$ cat config.mk
export PLATFORM = sky130hd
export DESIGN_NAME = bpm_pos_calc
export DESIGN_NICKNAME = d
export VERILOG_FILES = /design/src/rtl/bpm_pos_calc.sv
export SDC_FILE = /design/constraint.sdc
export NUM_CORES = 2
export LEC_CHECK = 0
export CAP_MARGIN = 20
export CORE_UTILIZATION = 60
export CTS_CLUSTER_SIZE = 14
export DETAILED_ROUTE_END_ITERATION = 12
export PLACE_DENSITY = 0.91
export SYNTH_ARGS = -nofsm -noshare
export SYNTH_HDL_FRONTEND = slang
export SYNTH_SLANG_ARGS = --single-unit
$ cat constraint.sdc
create_clock -name clk -period 15.9 [get_ports clk]
set_clock_uncertainty 0.2 [all_clocks]
set_input_delay 3.18 -clock clk [delete_from_list [all_inputs] [get_ports clk]]
set_output_delay 3.18 -clock clk [all_outputs]
set_load 0.05 [all_outputs]
$ cat src/rtl/bpm_pos_calc.sv
// BPM position calculator: X/Y from four electrode sums via one shared serial divider.
// Optional drop counter for requests seen while busy: define BPM_POS_DROP_CNT_EN.
module bpm_pos_calc #(
    parameter int DATA_W  = 32,
    parameter int DIA_W   = 16,
    parameter int SCALE   = 250,
    parameter int SCALE_W = 8
) (
    input  logic                    clk,
    input  logic                    rst,
    input  logic                    data_valid,
    input  logic [DATA_W-1:0]       A_IN,
    input  logic [DATA_W-1:0]       B_IN,
    input  logic [DATA_W-1:0]       C_IN,
    input  logic [DATA_W-1:0]       D_IN,
    input  logic [DIA_W-1:0]        Diameter,
    output logic [DIA_W+SCALE_W:0]  X,
    output logic [DIA_W+SCALE_W:0]  Y,
    output logic [DATA_W+1:0]       S,
    output logic [1:0]              err,
    output logic                    busy,
    output logic                    rdy
`ifdef BPM_POS_DROP_CNT_EN
    ,
    output logic [15:0]             drop_cnt
`endif
);

    localparam int N  = DATA_W + DIA_W + SCALE_W;
    localparam int P  = DIA_W + SCALE_W + 1;
    localparam int R  = DATA_W + 2;
    localparam int CW = $clog2(N + 1);
    localparam logic [N-1:0] SCALE_N = N'(SCALE);

    typedef enum logic [2:0] {
        IDLE, PREP_X, DIV_X, PREP_Y, DIV_Y, DONE
    } state_t;

    state_t state, state_nx;

    logic [DATA_W-1:0] a_r, b_r, c_r, d_r;
    logic [DIA_W-1:0]  dia_r;
    logic [CW-1:0]     cnt;
    logic [R-1:0]      rem;
    logic [N-1:0]      quo;
    logic [DATA_W:0]   den;
    logic              neg;
    logic              x_err, y_err;
    logic [P-1:0]      x_res, y_res;

    logic              sel_y;
    logic [DATA_W-1:0] op_p, op_n, diff;
    logic              op_neg;
    logic [DATA_W:0]   op_sum;
    logic [N-1:0]      num;
    logic [R:0]        rem_sh;
    logic [R-1:0]      rem_sub;
    logic              ge;
    logic [P-1:0]      mag, res;
    logic              last;
    logic [DATA_W+1:0] sum4;

    assign busy = (state != IDLE);

    // Operands for the pair being prepared; magnitudes and sign kept apart
    always_comb begin
        sel_y   = (state == PREP_Y);
        op_p    = sel_y ? c_r : a_r;
        op_n    = sel_y ? d_r : b_r;
        op_neg  = (op_n > op_p);
        diff    = op_neg ? (op_n - op_p) : (op_p - op_n);
        op_sum  = {1'b0, op_p} + {1'b0, op_n};
        num     = N'(dia_r) * SCALE_N * N'(diff);
        rem_sh  = {rem, quo[N-1]};
        rem_sub = R'(rem_sh - (R+1)'(den));
        ge      = (rem_sh >= (R+1)'(den));
        mag     = quo[P-1:0];
        res     = (den == '0) ? '0 : (neg ? ('0 - mag) : mag);
        last    = (cnt == CW'(N - 1));
        sum4    = {2'b0, a_r} + {2'b0, b_r} + {2'b0, c_r} + {2'b0, d_r};
    end

    always_comb begin
        state_nx = state;
        unique case (state)
            IDLE:    if (data_valid) state_nx = PREP_X;
            PREP_X:  state_nx = DIV_X;
            DIV_X:   if (last) state_nx = PREP_Y;
            PREP_Y:  state_nx = DIV_Y;
            DIV_Y:   if (last) state_nx = DONE;
            DONE:    if (cnt == CW'(1)) state_nx = IDLE;
            default: state_nx = IDLE;
        endcase
    end

    always_ff @(posedge clk or posedge rst) begin
        if (rst) state <= IDLE;
        else     state <= state_nx;
    end

    always_ff @(posedge clk or posedge rst) begin
        if (rst) begin
            a_r   <= '0;
            b_r   <= '0;
            c_r   <= '0;
            d_r   <= '0;
            dia_r <= '0;
            cnt   <= '0;
            rem   <= '0;
            quo   <= '0;
            den   <= '0;
            neg   <= 1'b0;
            x_err <= 1'b0;
            y_err <= 1'b0;
            x_res <= '0;
            y_res <= '0;
            X     <= '0;
            Y     <= '0;
            S     <= '0;
            err   <= '0;
            rdy   <= 1'b0;
        end else begin
            rdy <= 1'b0;
            unique case (state)
                IDLE: begin
                    cnt <= '0;
                    if (data_valid) begin
                        a_r   <= A_IN;
                        b_r   <= B_IN;
                        c_r   <= C_IN;
                        d_r   <= D_IN;
                        dia_r <= Diameter;
                    end
                end
                // PREP_Y also retires the finished X quotient
                PREP_X, PREP_Y: begin
                    cnt <= '0;
                    rem <= '0;
                    quo <= num;
                    den <= op_sum;
                    neg <= op_neg;
                    if (sel_y) begin
                        x_res <= res;
                        x_err <= (den == '0);
                    end
                end
                DIV_X, DIV_Y: begin
                    cnt <= last ? '0 : cnt + CW'(1);
                    rem <= ge ? rem_sub : rem_sh[R-1:0];
                    quo <= {quo[N-2:0], ge};
                end
                DONE: begin
                    cnt <= cnt + CW'(1);
                    if (cnt == '0) begin
                        y_res <= res;
                        y_err <= (den == '0);
                    end else begin
                        X   <= x_res;
                        Y   <= y_res;
                        S   <= sum4;
                        err <= {y_err, x_err};
                        rdy <= 1'b1;
                    end
                end
                default: cnt <= '0;
            endcase
        end
    end

`ifdef BPM_POS_DROP_CNT_EN
    always_ff @(posedge clk or posedge rst) begin
        if (rst)
            drop_cnt <= '0;
        else if (data_valid && busy && drop_cnt != 16'hFFFF)
            drop_cnt <= drop_cnt + 16'd1;
    end
`endif

endmodule

==> metrics.md <==
| Metric | Value |
|---|---|
| Detail Route met2 WL | `71840 um` |
| Synth area leaders | `fa_1 (28%), dfrtp_1 (20%), ha_1 (9.4%), nand2_1 (7.1%), inv_1 (6.4%)` |
| CTS Buf Count | `48` |
| Seq/Total Area, Yosys | `19.63%` |
| Max Cap Violations | `0` |
| Post-route ant nets | `0` |
| Share of layout cells above drive strength 1 | `7.266%` |
| Via count | `43500` |
| # resized after CTS | `0` |
| Fin crit share | `83.90%` |
| Total track usage | `34.11%` |
| Most frequent CP cell | `fa_1` |
| Die Y | `299.3 um` |
| Fin Setup TNS | `0 ns` |
| Detailed-route vias per instance | `6.101` |
| Final min period | `13.34 ns` |
| IO Pins | `235` |
| Top Metal Used | `met5` |
| Post-synth top area cell | `fa_1` |
| H-tree levels | `2` |
| Clock-pin slew on the worst setup and hold paths | `0.06 ns` |
| Status | `finished, final reports clean` |
| Slowest stage delay, CP | `0.88 ns` |
| # port buffers | `234` |
| CTS tree | `yes` |
| DRT Wirelength | `150000 um` |
| Die area | `0.08959 mm2` |
| Asr flop ratio synth | `100.0%` |
| WP buf/inv | `5` |
| DRC marker count from the first detailed-route iteration | `4329` |
| Commonest non-fill, non-tap cell in the layout | `nand2_1` |
| Clock Latency Late Sink | `0.64 ns` |
| Clk buf depth | `3` |
| Synth Warn # | `0` |
| Post-Place Worst Slack | `3.031 ns` |
| Total grt overflow | `0` |
| Hold Vio Cnt, Final | `0` |
| First-pass GRT wire length | `243000 um` |
| Post-DP HPWL | `115400 um` |
| Syn avg cell area | `9.049 um2` |
| Postcts setup bufs | `0` |
| Mean routed wirelength per cell | `21.04 um` |
| Drt pass-1 iters | `8` |
| F_max | `74.96 MHz` |
| Wl on met1 | `54400 um` |
| Met3 WL post-DR | `13790 um` |
| Critical path class | `flop to flop` |
| Unrepaired setup endpoints after global routing | `no` |
| Worst-margin pin slew | `1.189 ns` |
| Distinct cells, synth | `88` |
| RD Place Congestion | `0.9677` |
| Arrival @ worst endpoint | `13.61 ns` |
| Total number of clock tree sinks | `416` |
| Top cell type's share of synthesized area | `28.27%` |
| Die W | `299.3 um` |
| Yosys reg bits | `416` |
| Core Rows | `108` |
| Largest net degree at the start of global routing | `130` |
| Slowest CP cell | `xnor2_2` |
| P&R area growth vs syn | `10.05%` |
| Mapped Cells | `5861` |
| Initial antenna violation count | `2` |
| Cell family with most CP delay | `adder cells` |
| Worst Setup Start Kind | `flop` |
| Hold Path Class | `flop to flop` |
| Worst setup margin | `2.559 ns` |
| Vias in the first global route | `46030` |
| Max transition margin | `20.64%` |
| Setup Viol. Count Final | `0` |
| Initial core utilization | `60.85%` |
| Setup crit end kind | `flop` |
| CTS Root Cell | `clkbuf_16` |
| Most used DFF post-synth | `dfrtp_1` |
| Core area | `0.08716 mm2` |
| Layout Nets | `7228` |
| Crit-path max FO | `48` |
| CTS Hold Buffers Added | `0` |
| EDFF count, synth | `0` |
| Max Slew Vio Count | `0` |
| Synthesized cell area | `0.05304 mm2` |
| # DRC | `0` |
| Commonest non-fill, non-tap cells in the layout | `nand2_1 (1001), inv_1 (906), fa_1 (749), dfrtp_1 (415), ha_1 (398)` |
| Post-synth net total | `7155` |
| Worst Path Required | `16.17 ns` |
layout make-up:
type                            instances  area, um2
Fill cell                            6273      28790
Multi-Input combinational cell       4243      38460
Clock inverter                         24      295.3
Clock buffer                           65       1385
Timing Repair Buffer                  312       2928
Antenna cell                            2      5.005
Sequential cell                       416      10410
Inverter                              913       3435
Tap cell                             1155       1445
cells by family (layout without fill, tap and decap cells):
group / after synthesis / count (layout) / synth area share, %
other: 0 / 2 / 0
adders and majority gates: 1147 / 1147 / 37.66
muxes: 236 / 236 / 4.902
xor gates and xnor gates: 217 / 217 / 3.711
DFF: 416 / 416 / 19.63
and+or+nand+nor: 1675 / 1675 / 14.06
buffers and inverters: 1202 / 1314 / 8.696
AOI/OAI and AO/OA: 968 / 968 / 11.34
path summary, 6_finish.rpt:
| path | startpoint | cells after the start | end | slack [ns] |
|---|---|---|---|---|
| setup / recovery | state[0]$_DFFE_PP0P_ | 36 | quo[50]$_DFFE_PP0P_ | 2.56 |
| hold / removal | y_res[21]$_DFFE_PP0P_ | 2 | Y[21]$_DFFE_PP0P_ | 0.25 |
| setup reg to reg | state[0]$_DFFE_PP0P_ | 36 | quo[50]$_DFFE_PP0P_ | 2.56 |
| hold reg to reg | y_res[21]$_DFFE_PP0P_ | 2 | Y[21]$_DFFE_PP0P_ | 0.25 |
| max in group asynchronous | rst | 3 | quo[44]$_DFFE_PP0P_ | 10.83 |
| min in group asynchronous | rst | 2 | X[3]$_DFFE_PP0P_ | 2.94 |
cells in the mapped netlist, types with 49 or more instances:
cell type	n
nand2_1	1005
inv_1	908
fa_1	749
dfrtp_1	416
ha_1	398
o21ai_0	315
a21oi_1	248
clkbuf_1	219
mux2_2	189
nor2_1	177
and2_1	164
xnor2_1	145
a21o_1	94
nand2b_1	90
xor2_1	63
nand3_1	55
o21bai_1	49
per-layer routing:
metal,vias to the layer above,track usage (%)
met5,-,0
met4,2,19.74
met3,674,6.567
met2,2509,56.03
met1,21500,42.18
li1,18820,-
metrics by stage:
step	cell area, um2	hold slack [ns]	util, %	std cells
after global routing	58360	0.2845	66.96	7128
after detailed placement	56680	0.2490	65.03	7039
after floorplan	53040	0.2331	-	5861
final	58370	0.2536	66.97	7130
after CTS	58360	0.2531	66.96	7128
after global placement	56680	0.2467	65.03	7039
registers in the layout, summed over array words and instances (netlist names):
name	cells
den	33
neg	1
c_r	32
cnt	6
X	25
dia_r	16
rdy	1
err	2
quo	56
y_err	1
d_r	32
b_r	32
Y	25
x_err	1
y_res	25
a_r	32
rem	34
x_res	25
S	34
state	3
worst min-delay path, stage by stage (launching register included):
cell and delay, ns:
dfrtp_1 0.34, nand2_1 0.05, nand2_1 0.05
Power is left out: the tool's default activity adds up to more than one toggle a clock period on the data nets, which glitch-free logic cannot reach.
